$ cat src/rtl/quadrature_emulator.sv
// Free-running quadrature square-wave source emulating an incremental encoder.
// phs_0 is divided down from clk; phs_90 follows it DIV half-clk periods later.
module quadrature_emulator #(
  parameter int unsigned DIV     = 1,
  parameter bit          REVERSE = 1'b0,
  parameter int unsigned CNT_W   = 16
) (
  input  logic clk,
  input  logic nrst,
  output logic phs_0,
  output logic phs_90
);

  localparam logic [CNT_W-1:0] CntLast    = CNT_W'(DIV - 1);
  // Counter value that sits DIV half-cycles after a phs_0 toggle: on a rising
  // edge for even DIV, on the falling edge inside that count for odd DIV.
  localparam logic [CNT_W-1:0] CntQuarter = CNT_W'((DIV - 1) / 2);

  logic [CNT_W-1:0] cnt_q;
  logic             started_q;
  logic             quarter_hit;
  logic             phs_90_next;

  always_ff @(posedge clk) begin
    if (!nrst) begin
      cnt_q     <= '0;
      phs_0     <= 1'b0;
      started_q <= 1'b0;
    end else if (cnt_q == CntLast) begin
      cnt_q     <= '0;
      phs_0     <= ~phs_0;
      started_q <= 1'b1;
    end else begin
      cnt_q <= cnt_q + CNT_W'(1);
    end
  end

  // started_q gates the follower so counter passes before the first toggle
  // are ignored; clearing it also flushes phs_90 after a single-edge reset.
  assign quarter_hit = started_q && (cnt_q == CntQuarter);
  assign phs_90_next = phs_0 ^ REVERSE;

  generate
    if (DIV % 2 == 1) begin : g_fall
      always_ff @(negedge clk) begin
        if (!nrst || !started_q) begin
          phs_90 <= 1'b0;
        end else if (quarter_hit) begin
          phs_90 <= phs_90_next;
        end
      end
    end else begin : g_rise
      always_ff @(posedge clk) begin
        if (!nrst || !started_q) begin
          phs_90 <= 1'b0;
        end else if (quarter_hit) begin
          phs_90 <= phs_90_next;
        end
      end
    end
  endgenerate

endmodule

$ cat config.mk
export PLATFORM = sky130hd
export DESIGN_NAME = quadrature_emulator
export DESIGN_NICKNAME = d
export VERILOG_FILES = /design/src/rtl/quadrature_emulator.sv
export SDC_FILE = /design/constraint.sdc
export NUM_CORES = 1
export LEC_CHECK = 0
export CORE_MARGIN = 3
export CORE_UTILIZATION = 56
export DETAILED_ROUTE_END_ITERATION = 10
export HOLD_SLACK_MARGIN = 0.06
export PLACE_DENSITY = 0.86
export SLEW_MARGIN = 5
export SYNTH_ARGS = -nofsm -noshare
export SYNTH_HDL_FRONTEND = slang
export SYNTH_SLANG_ARGS = --single-unit
$ cat constraint.sdc
create_clock -name clk -period 2 [get_ports clk]
set_input_delay 0.2 -clock clk [delete_from_list [all_inputs] [get_ports clk]]
set_output_delay 0.2 -clock clk [all_outputs]
set_load 0.01 [all_outputs]
## Word-level counts from Yosys, hierarchy flattened

Index checks and enable logic that the tools add are counted.

| storage, ports and cells | value |
|---|---|
| register bits after elaboration | 19 |
| output and inout bits | 2 |

| cells by class | value |
|---|---|
| $add $sub $neg | 1 |
| bitwise operators | 2 |
| reduce and logical (&&, ||, !) cells | 6 |

Operators by type and width:

| kind | count |
|---|---|
| $add 16x1->16 const B | 1 |
| $logic_not 16->1 | 1 |
| $logic_not 1->1 | 2 |
| $not 1->1 | 2 |
| $reduce_or 2->1 | 1 |
| $logic_and 1x1->1 | 1 |
| $logic_or 1x1->1 | 1 |

## Logic depth before layout (Yosys ltp)

Gate-level depths: netlist of run 1.

| depth | value |
|---|---|
| depth after elaboration | 2 |
| depth in mapped cells | 7 |
| mapped depth without buffers | 6 |

==> Implementation_results.wiki, run 1 <==
{| class="wikitable"
! Metric !! Value
|-
| Result of the run || finished with violations
|-
| Violations in the final reports || setup timing
|-
| DRC viols || 0
|-
| CP endpoint || phs_90$_SDFFE_NP0P_
|-
| Post-CTS Hold Fix Bufs || 0
|-
| Number of iterations in the first detailed-routing pass || 4
|-
| Overflow left after global routing || 0
|-
| Delay of the slowest cell on the worst path || between 0.3 and 0.4 ns
|-
| Number of gates on the worst path with buffers counted || 6
|-
| Core Area || approximately 1400 sq um
|-
| Path type of the worst setup path || register to register
|-
| Worst reg2reg setup slack || -0.16 ns
|-
| Critical Path RT || ~1.2 ns
|-
| Type of element capturing the critical path || register
|-
| Power density over the cells || between 500 and 600 nW/um^2
|-
| Maximum number of buffers from clock root to sink || 2
|-
| CTS H-tree lvls || 1
|-
| Power consumption || 596 uW
|-
| Die outline area || 2060 sq um
|-
| Number of vias after detailed routing || 765
|-
| Clock latency at the later pin of the worst-skew pair || 0.35 ns
|-
| Max cap viols || 0
|-
| Clock network power share || 0.333
|-
| Beginning of the critical path || cnt_q[1]$_SDFF_PP0_
|-
| Combined global-route utilization of all metal layers || 0.235
|-
| Num rows || 13
|-
| Drt total wl || about 1900 um
|-
| Register-to-Register Path Depth || 6
|-
| Post-place setup slack || -0.203 ns
|-
| Number of instances in the placed design || around 130
|-
| Root Buffer Master || clkbuf_4
|-
| Synth-to-layout area growth || 27.3%
|-
| Drt wl/cell || between 10 and 15 um
|-
| CTS Buf Count || 3
|-
| Inserted Diodes || 0
|-
| Number of synthesis warnings || 0
|-
| ANT nets after route || 0
|-
| Clock transition time at the flip-flop clock pins of the worst setup and hold paths || roughly 0.10 ns
|-
| Worst endpoint data arrival time || 1.40 ns
|-
| Cell Area, Placed || between 1000 and 1500 sq um
|-
| Startpoint type of the worst setup path || register
|-
| Switching power summed over all nets || about 130 uW
|-
| Number of DRC markers in iteration 0 || 34
|-
| Lkg Pwr || about 0.44 nW
|-
| Cell with the largest stage delay on the worst path || dfxtp_2
|-
| Final Slew Violations || 0
|-
| Total half-perimeter wirelength after legalization and detailed placement || roughly 1300 um
|-
| Die Height || approximately 45 um
|-
| Final Instance Area || 1110 sq um
|-
| Slew at the pin closest to its max-slew limit || ~0.36 ns
|-
| Total count of hold-check failures in the final report || 0
|-
| Top-level port count || 4
|-
| Critical-path cell list || inv_2 -> ha_4 -> nor4b_4 -> nand4_1 -> mux2i_1 -> nor2_1
|-
| Share of power burned in registers || 0.644
|-
| Setup tns final || -0.159 ns
|-
| Effective utilization at floorplan || 0.630
|-
| First-pass GRT wire length || around 3400 um
|-
| Combinational cell fraction of total power || 0.023
|-
| Switching share of total power || 0.219
|-
| Reg-to-Reg End || phs_90$_SDFFE_NP0P_
|-
| Max_slew headroom || 0.755
|-
| Worst Hold Class || register to register
|-
| Internal Dissipation || between 400 and 500 uW
|-
| Final Net Count || roughly 130
|-
| Buffers and inverters on the worst path || 1
|-
| Synth Net Count || 100
|-
| Number of global-route vias before repair || roughly 780
|-
| Tightest hold margin || 0.481 ns
|-
| Worst Clk Skew || slightly above 0.05 ns
|-
| Die X-Extent || approximately 45 um
|-
| Area of the mapped netlist || a little under 900 sq um
|-
| Synthesis-stage register bit count || 19
|-
| VDD IR-drop max || roughly 0.45 mV
|-
| Count of distinct cell types in the synthesized netlist || 24
|-
| Final estimated routing congestion in global placement || 0.847
|-
| CP delay by family, top || simple AND/OR/NAND/NOR gates
|-
| TritonCTS clock tree || yes
|-
| Sequential-to-total area share from yosys stat || 0.437
|-
| Vias/cell || approximately 5.7
|-
| Share of cells above drive strength 1 || 0.308
|-
| Setup repair after global routing missed its margin || yes
|-
| Post-Synthesis Mean Instance Area || about 9 sq um
|-
| End-of-flow core utilization || 0.802
|-
| Max FO, Critical Path || 2
|-
| TritonCTS Sinks || 19
|-
| Worst setup margin || -0.158 ns
|-
| Final setup fails || 2
|-
| Launching point of the worst reg2reg path || cnt_q[1]$_SDFF_PP0_
|-
| Syn Inst Count || between 90 and 100
|-
| Largest net degree at the start of global routing || 16
|-
| Port Buffer Count || 3
|-
| Cell Count, Final, Fillers Out || approximately 140
|-
| Number of antenna violations at the first check in global routing || 0
|}
==> power groups by stage <==
| stage | combinational, mW | clock (mW) | sequential, mW |
|---|---|---|---|
| 5_1_grt | 0.0150 | 0.222 | 0.384 |
| 3_5_place_dp | 0.0142 | 0.00626 | 0.392 |
| 2_1_floorplan | 0.00414 | 0.00626 | 0.393 |
| 4_1_cts | 0.0137 | 0.204 | 0.384 |
| 3_3_place_gp | 0.0139 | 0.00626 | 0.392 |
| 6_report | 0.0137 | 0.199 | 0.384 |
==> kinds of logic (layout without fill, tap and decap cells) <==
| family | count (synthesis) | after routing | share of synthesized area |
|---|---|---|---|
| simple gates | 49 | 49 | 0.303 |
| buf+inv | 8 | 32 | 0.0517 |
| mux | 1 | 1 | 0.0115 |
| xor+xnor | 14 | 14 | 0.141 |
| fa+ha+maj | 2 | 2 | 0.0287 |
| compound gates | 3 | 3 | 0.0273 |
| flops | 19 | 19 | 0.437 |
==> tightest hold or removal path: stages (launching register included) <==
cell	delay, ns
dfxtp_1	0.33
inv_1	0.05
a21boi_0	0.06
==> Yosys cell counts <==
| cell | instances | area [sq um] |
|---|---|---|
| nor2_1 | 15 | 56.3 |
| buf_4 | 2 | 15.0 |
| ha_1 | 2 | 25.0 |
| a21oi_2 | 1 | 8.76 |
| nand2_1 | 6 | 22.5 |
| nand2_4 | 1 | 11.3 |
| and2_1 | 2 | 12.5 |
| nor4b_1 | 1 | 8.76 |
| and3_4 | 1 | 11.3 |
| nand4_1 | 7 | 43.8 |
| or4_4 | 1 | 11.3 |
| and3_1 | 1 | 6.26 |
| inv_1 | 5 | 18.8 |
| nand3_1 | 6 | 30.0 |
| and4_1 | 1 | 8.76 |
| o31ai_1 | 1 | 7.51 |
| a21boi_0 | 1 | 7.51 |
| nor4_1 | 5 | 31.3 |
| xor2_1 | 8 | 70.1 |
| xnor2_1 | 6 | 52.6 |
| nor3_1 | 2 | 10.0 |
| mux2i_1 | 1 | 10.0 |
| buf_6 | 1 | 11.3 |
| dfxtp_1 | 19 | 380 |
==> layout make-up <==
cell class,instances,area (sq um)
clock buffer,3,22.5
clock inverter,2,7.51
fill,91,274
inverter,4,15.0
multi-input combinational,69,485
sequential,19,384
tap,15,18.8
timing repair buffer,23,175
==> routing by layer <==
| layer | GRT usage | part of all wire | wire [um] |
|---|---|---|---|
| met5 | 0 | 0 | 0 |
| met4 | 0.123 | 0.014 | 27 |
| met3 | 0.0830 | 0.052 | 99 |
| met2 | 0.368 | 0.49 | 943 |
| met1 | 0.280 | 0.44 | 843 |
==> worst min-delay path by stage <==
stage | cells past startpoint | start | endpoint
2_1_floorplan | 1 | nrst | phs_0$_SDFFE_PN0N_
3_3_place_gp | 2 | started_q$_SDFFE_PN0N_ | started_q$_SDFFE_PN0N_
3_5_place_dp | 2 | started_q$_SDFFE_PN0N_ | started_q$_SDFFE_PN0N_
4_1_cts | 2 | started_q$_SDFFE_PN0N_ | started_q$_SDFFE_PN0N_
5_1_grt | 2 | started_q$_SDFFE_PN0N_ | started_q$_SDFFE_PN0N_
6_report | 2 | started_q$_SDFFE_PN0N_ | started_q$_SDFFE_PN0N_
==> cells in the final DEF, fill, tap and decap left out, drive strengths merged <==
cell type,instances
nand4,7
ha,2
nor2,15
nor4,5
nor4b,1
inv,6
xor2,8
or4,1
clkbuf,3
dfxtp,19
a21oi,1
nand2,7
o31ai,1
and2,2
mux2i,1
buf,21
nand3,6
clkdlybuf4s50,2
a21boi,1
xnor2,6
nor3,2
and3,2
and4,1
==> sequential cells by signal (all words and copies together), names as in the netlist <==
name,cells
started_q,1
phs_90,1
phs_0,1
cnt_q,16
==> repair_timing <==
item,4_1_cts,5_1_grt
setup endpoints to repair,2,2
setup buffers,1,0
resized for setup,12,1
pin swaps,3,1
(Power assumes the default switching activity.)
==> inputs of run 2 (changes only) <==
--- a/config.mk
+++ b/config.mk
@@ -5,7 +5,7 @@
 export SDC_FILE = /design/constraint.sdc
 export NUM_CORES = 1
 export LEC_CHECK = 0
-export CORE_MARGIN = 3
+export CORE_MARGIN = 2
 export CORE_UTILIZATION = 56
 export DETAILED_ROUTE_END_ITERATION = 10
 export HOLD_SLACK_MARGIN = 0.06
==> run 2 against run 1 <==
  * The flow still finishes with violations (setup timing)
  * Power about the same
  * Global-route usage fell by 0.83 points
  * Utilization fell by 7.0 points
  * Cell count did not move
  * First-iteration DRC count fell by 24%
  * Sequential share of layout area grew 0.48 points
  * Clock power is essentially flat
  * Combinational power is 3% lower
  * Design area down 1.7%
  * Sequential power barely moved
  * Routed wire length fell by 3.3%
  * Worst hold slack got worse by 0.012 ns
  * Highest routed layer unchanged
==> Implementation_results.wiki, run 2 (synthesized netlist as in run 1, its figures left out) <==
{| class="wikitable"
! Metric !! Value
|-
| Result of the run || finished with violations
|-
| Violations in the final reports || setup timing
|-
| Critical-path cell list || inv_2 -> ha_4 -> nor4b_4 -> nand4_1 -> mux2i_1 -> nor2_1
|-
| Die Height || 43.4 um (-4.4%)
|-
| Lkg Pwr || 0.429 nW (-3.2%)
|-
| ANT nets after route || 0 (unchanged)
|-
| Setup repair after global routing missed its margin || yes
|-
| Largest register by flop count || cnt_q
|-
| Worst Hold Class || register to register
|-
| DRC viols || 0 (unchanged)
|-
| Final Slew Violations || 0 (unchanged)
|-
| Critical Path RT || 1.24 ns (about the same)
|-
| Filler Cell Count || 116 (+27%)
|-
| Maximum number of buffers from clock root to sink || 2 (unchanged)
|-
| Path type of the worst setup path || register to register
|-
| Synth-to-layout area growth || 25.1%
|-
| Final estimated routing congestion in global placement || 0.873 (+3.1%)
|-
| Number of global-route vias before repair || 738 (-5.6%)
|-
| Share of power burned in registers || 0.644 (about the same)
|-
| TritonCTS clock tree || yes
|-
| Clock latency at the later pin of the worst-skew pair || 0.35 ns (about the same)
|-
| TritonCTS Sinks || 19 (unchanged)
|-
| Most common cell after layout, fill and taps aside || buf_4
|-
| Internal Dissipation || 466 uW (about the same)
|-
| Number of instances in the placed design || 131 (unchanged)
|-
| Number of flip-flops under the largest register name || 16 (unchanged)
|-
| Beginning of the critical path || cnt_q[0]$_SDFF_PP0_
|-
| Worst Clk Skew || 0.0566 ns (+0.00560 ns)
|-
| Root Buffer Master || clkbuf_4
|-
| End-of-flow core utilization || 0.732 (-0.0699)
|-
| Inserted Diodes || 0 (unchanged)
|-
| Worst setup margin || -0.153 ns (+0.00526 ns)
|-
| Number of vias after detailed routing || 747 (-2.4%)
|-
| Slew at the pin closest to its max-slew limit || 0.334 ns (-0.0310 ns)
|-
| Cell Count, Final, Fillers Out || 135 (unchanged)
|-
| Vias/cell || 5.53 (-2.4%)
|-
| Largest net degree at the start of global routing || 16 (unchanged)
|-
| Share of cells above drive strength 1 || 0.286 (-0.0226)
|-
| Core Area || 1490 sq um (+7.7%)
|-
| FF+latch area || 383 sq um (-0.33%)
|-
| Switching share of total power || 0.218 (-0.000909)
|-
| Total half-perimeter wirelength after legalization and detailed placement || 1380 um (+4.0%)
|-
| Die outline area || 1890 sq um (-8.6%)
|-
| Post-CTS Hold Fix Bufs || 0 (unchanged)
|-
| Launching point of the worst reg2reg path || cnt_q[0]$_SDFF_PP0_
|-
| VDD IR-drop max || 0.372 mV (-18%)
|-
| Max_slew headroom || 0.776 (+0.0209)
|-
| Delay of the slowest cell on the worst path || 0.34 ns (about the same)
|-
| CTS H-tree lvls || 1 (unchanged)
|-
| Drt total wl || 1850 um (-3.3%)
|-
| Final setup fails || 1 (-1)
|-
| Effective utilization at floorplan || 0.585 (-0.0450)
|-
| Startpoint type of the worst setup path || register
|-
| Num rows || 14 (+1)
|-
| Worst endpoint data arrival time || 1.39 ns (about the same)
|-
| Clock network power share || 0.334 (about the same)
|-
| Number of antenna violations at the first check in global routing || 0 (unchanged)
|-
| Max FO, Critical Path || 2 (unchanged)
|-
| CTS Buf Count || 3 (unchanged)
|-
| First-pass GRT wire length || 3170 um (-5.7%)
|-
| Number of iterations in the first detailed-routing pass || 4 (unchanged)
|-
| Top-level port count || 4 (unchanged)
|-
| Combined global-route utilization of all metal layers || 0.227 (-0.00826)
|-
| Port Buffer Count || 3 (unchanged)
|-
| Area of combinational cells with multiple inputs || 473 sq um (-2.6%)
|-
| Post-CTS setup buffer count || 0 (-1)
|-
| Buffers and inverters on the worst path || 1 (unchanged)
|-
| Cell Area, Placed || 1040 sq um (-0.60%)
|-
| Switching power summed over all nets || 130 uW (-0.44%)
|-
| Combinational cell fraction of total power || 0.022 (about the same)
|-
| Drt wl/cell || 13.7 um (-3.3%)
|-
| Final Net Count || 124 (-0.80%)
|-
| Tightest hold margin || 0.469 ns (-0.0122 ns)
|-
| Total count of hold-check failures in the final report || 0 (unchanged)
|-
| Type of element capturing the critical path || register
|-
| Power density over the cells || 547 nW/um^2 (+1.7%)
|-
| Post-place setup slack || -0.165 ns (+0.0378 ns)
|-
| Max cap viols || 0 (unchanged)
|-
| Most frequent cells in the layout || buf_4, dfxtp_1, nor2_1
|-
| CP delay by family, top || simple AND/OR/NAND/NOR gates
|-
| Cell with the largest stage delay on the worst path || dfxtp_2
|-
| Overflow left after global routing || 0 (unchanged)
|-
| Number of DRC markers in iteration 0 || 26 (-24%)
|-
| Final Instance Area || 1090 sq um (-1.7%)
|-
| Clock transition time at the flip-flop clock pins of the worst setup and hold paths || 0.11 ns (about the same)
|-
| Launch point of the worst hold path || started_q$_SDFFE_PN0N_
|-
| Die X-Extent || 43.4 um (-4.4%)
|}
run 2: cell types whose count changed in the layout (fill, tap and decap cells not counted), sizes merged:
cell      delta
buf          -1
clkinvlp     +1
inv          -1
run 2: area by class of cell:
cell class	instances	share of cell area
inverter	4	0.0138
multi-input combinational	69	0.434
clock buffer	3	0.0207
tap	16	0.0184
clock inverter	2	0.00804
timing repair buffer	22	0.154
sequential	19	0.351
run 2: stage by stage:
step	setup TNS (ns)	total power [mW]
finish	-0.153	0.596
global route	-0.267	0.619
CTS	-0.166	0.598
detailed placement	-0.209	0.413
global placement	-0.225	0.412
floorplan	-0.206	0.403
run 2: final timing paths:
path | slack [ns] | endpoint | cells after the start
setup / recovery | -0.15 | phs_90$_SDFFE_NP0P_ | 6
hold / removal | 0.47 | started_q$_SDFFE_PN0N_ | 2
setup reg to reg | -0.15 | phs_90$_SDFFE_NP0P_ | 6
hold reg to reg | 0.47 | started_q$_SDFFE_PN0N_ | 2
run 2: power groups by stage:
stage               combinational [mW]  sequential [mW]  clock (mW)
detailed placement              0.0141            0.392     0.00626
global route                    0.0146            0.384       0.220
finish                          0.0133            0.384       0.199
CTS                             0.0136            0.384       0.201
global placement                0.0139            0.392     0.00626
floorplan                      0.00414            0.393     0.00626
run 2: timing repair:
item,4_1_cts,5_1_grt
cloned,0,0
gates resized for setup,5,5
pin swaps,0,1
setup endpoints to repair,2,2
hold endpoints to repair,0,0
run 2: metal layers:
metal / part of all wire / global-route usage / vias to the layer above
li1: - / - / 377
met1: 0.44 / 0.271 / 352
met2: 0.51 / 0.412 / 16
met3: 0.041 / 0.0375 / 2
met4: 0.0049 / 0.0727 / 0
met5: 0 / 0 / -
run 2: worst reg2reg max path, stage by stage, from the launching register on:
cell and delay (ns):
dfxtp_2 0.34, inv_2 0.06, ha_4 0.12, nor4b_4 0.17, nand4_1 0.16, mux2i_1 0.19, nor2_1 0.06
==> inputs of run 3 (changes only) <==
--- a/config.mk
+++ b/config.mk
@@ -10,6 +10,7 @@
 export DETAILED_ROUTE_END_ITERATION = 10
 export HOLD_SLACK_MARGIN = 0.06
 export PLACE_DENSITY = 0.86
+export RECOVER_POWER = 100
 export SLEW_MARGIN = 5
 export SYNTH_ARGS = -nofsm -noshare
 export SYNTH_HDL_FRONTEND = slang
==> results of run 3 <==
Final layout, timing and power as in run 2 (identical DEF).
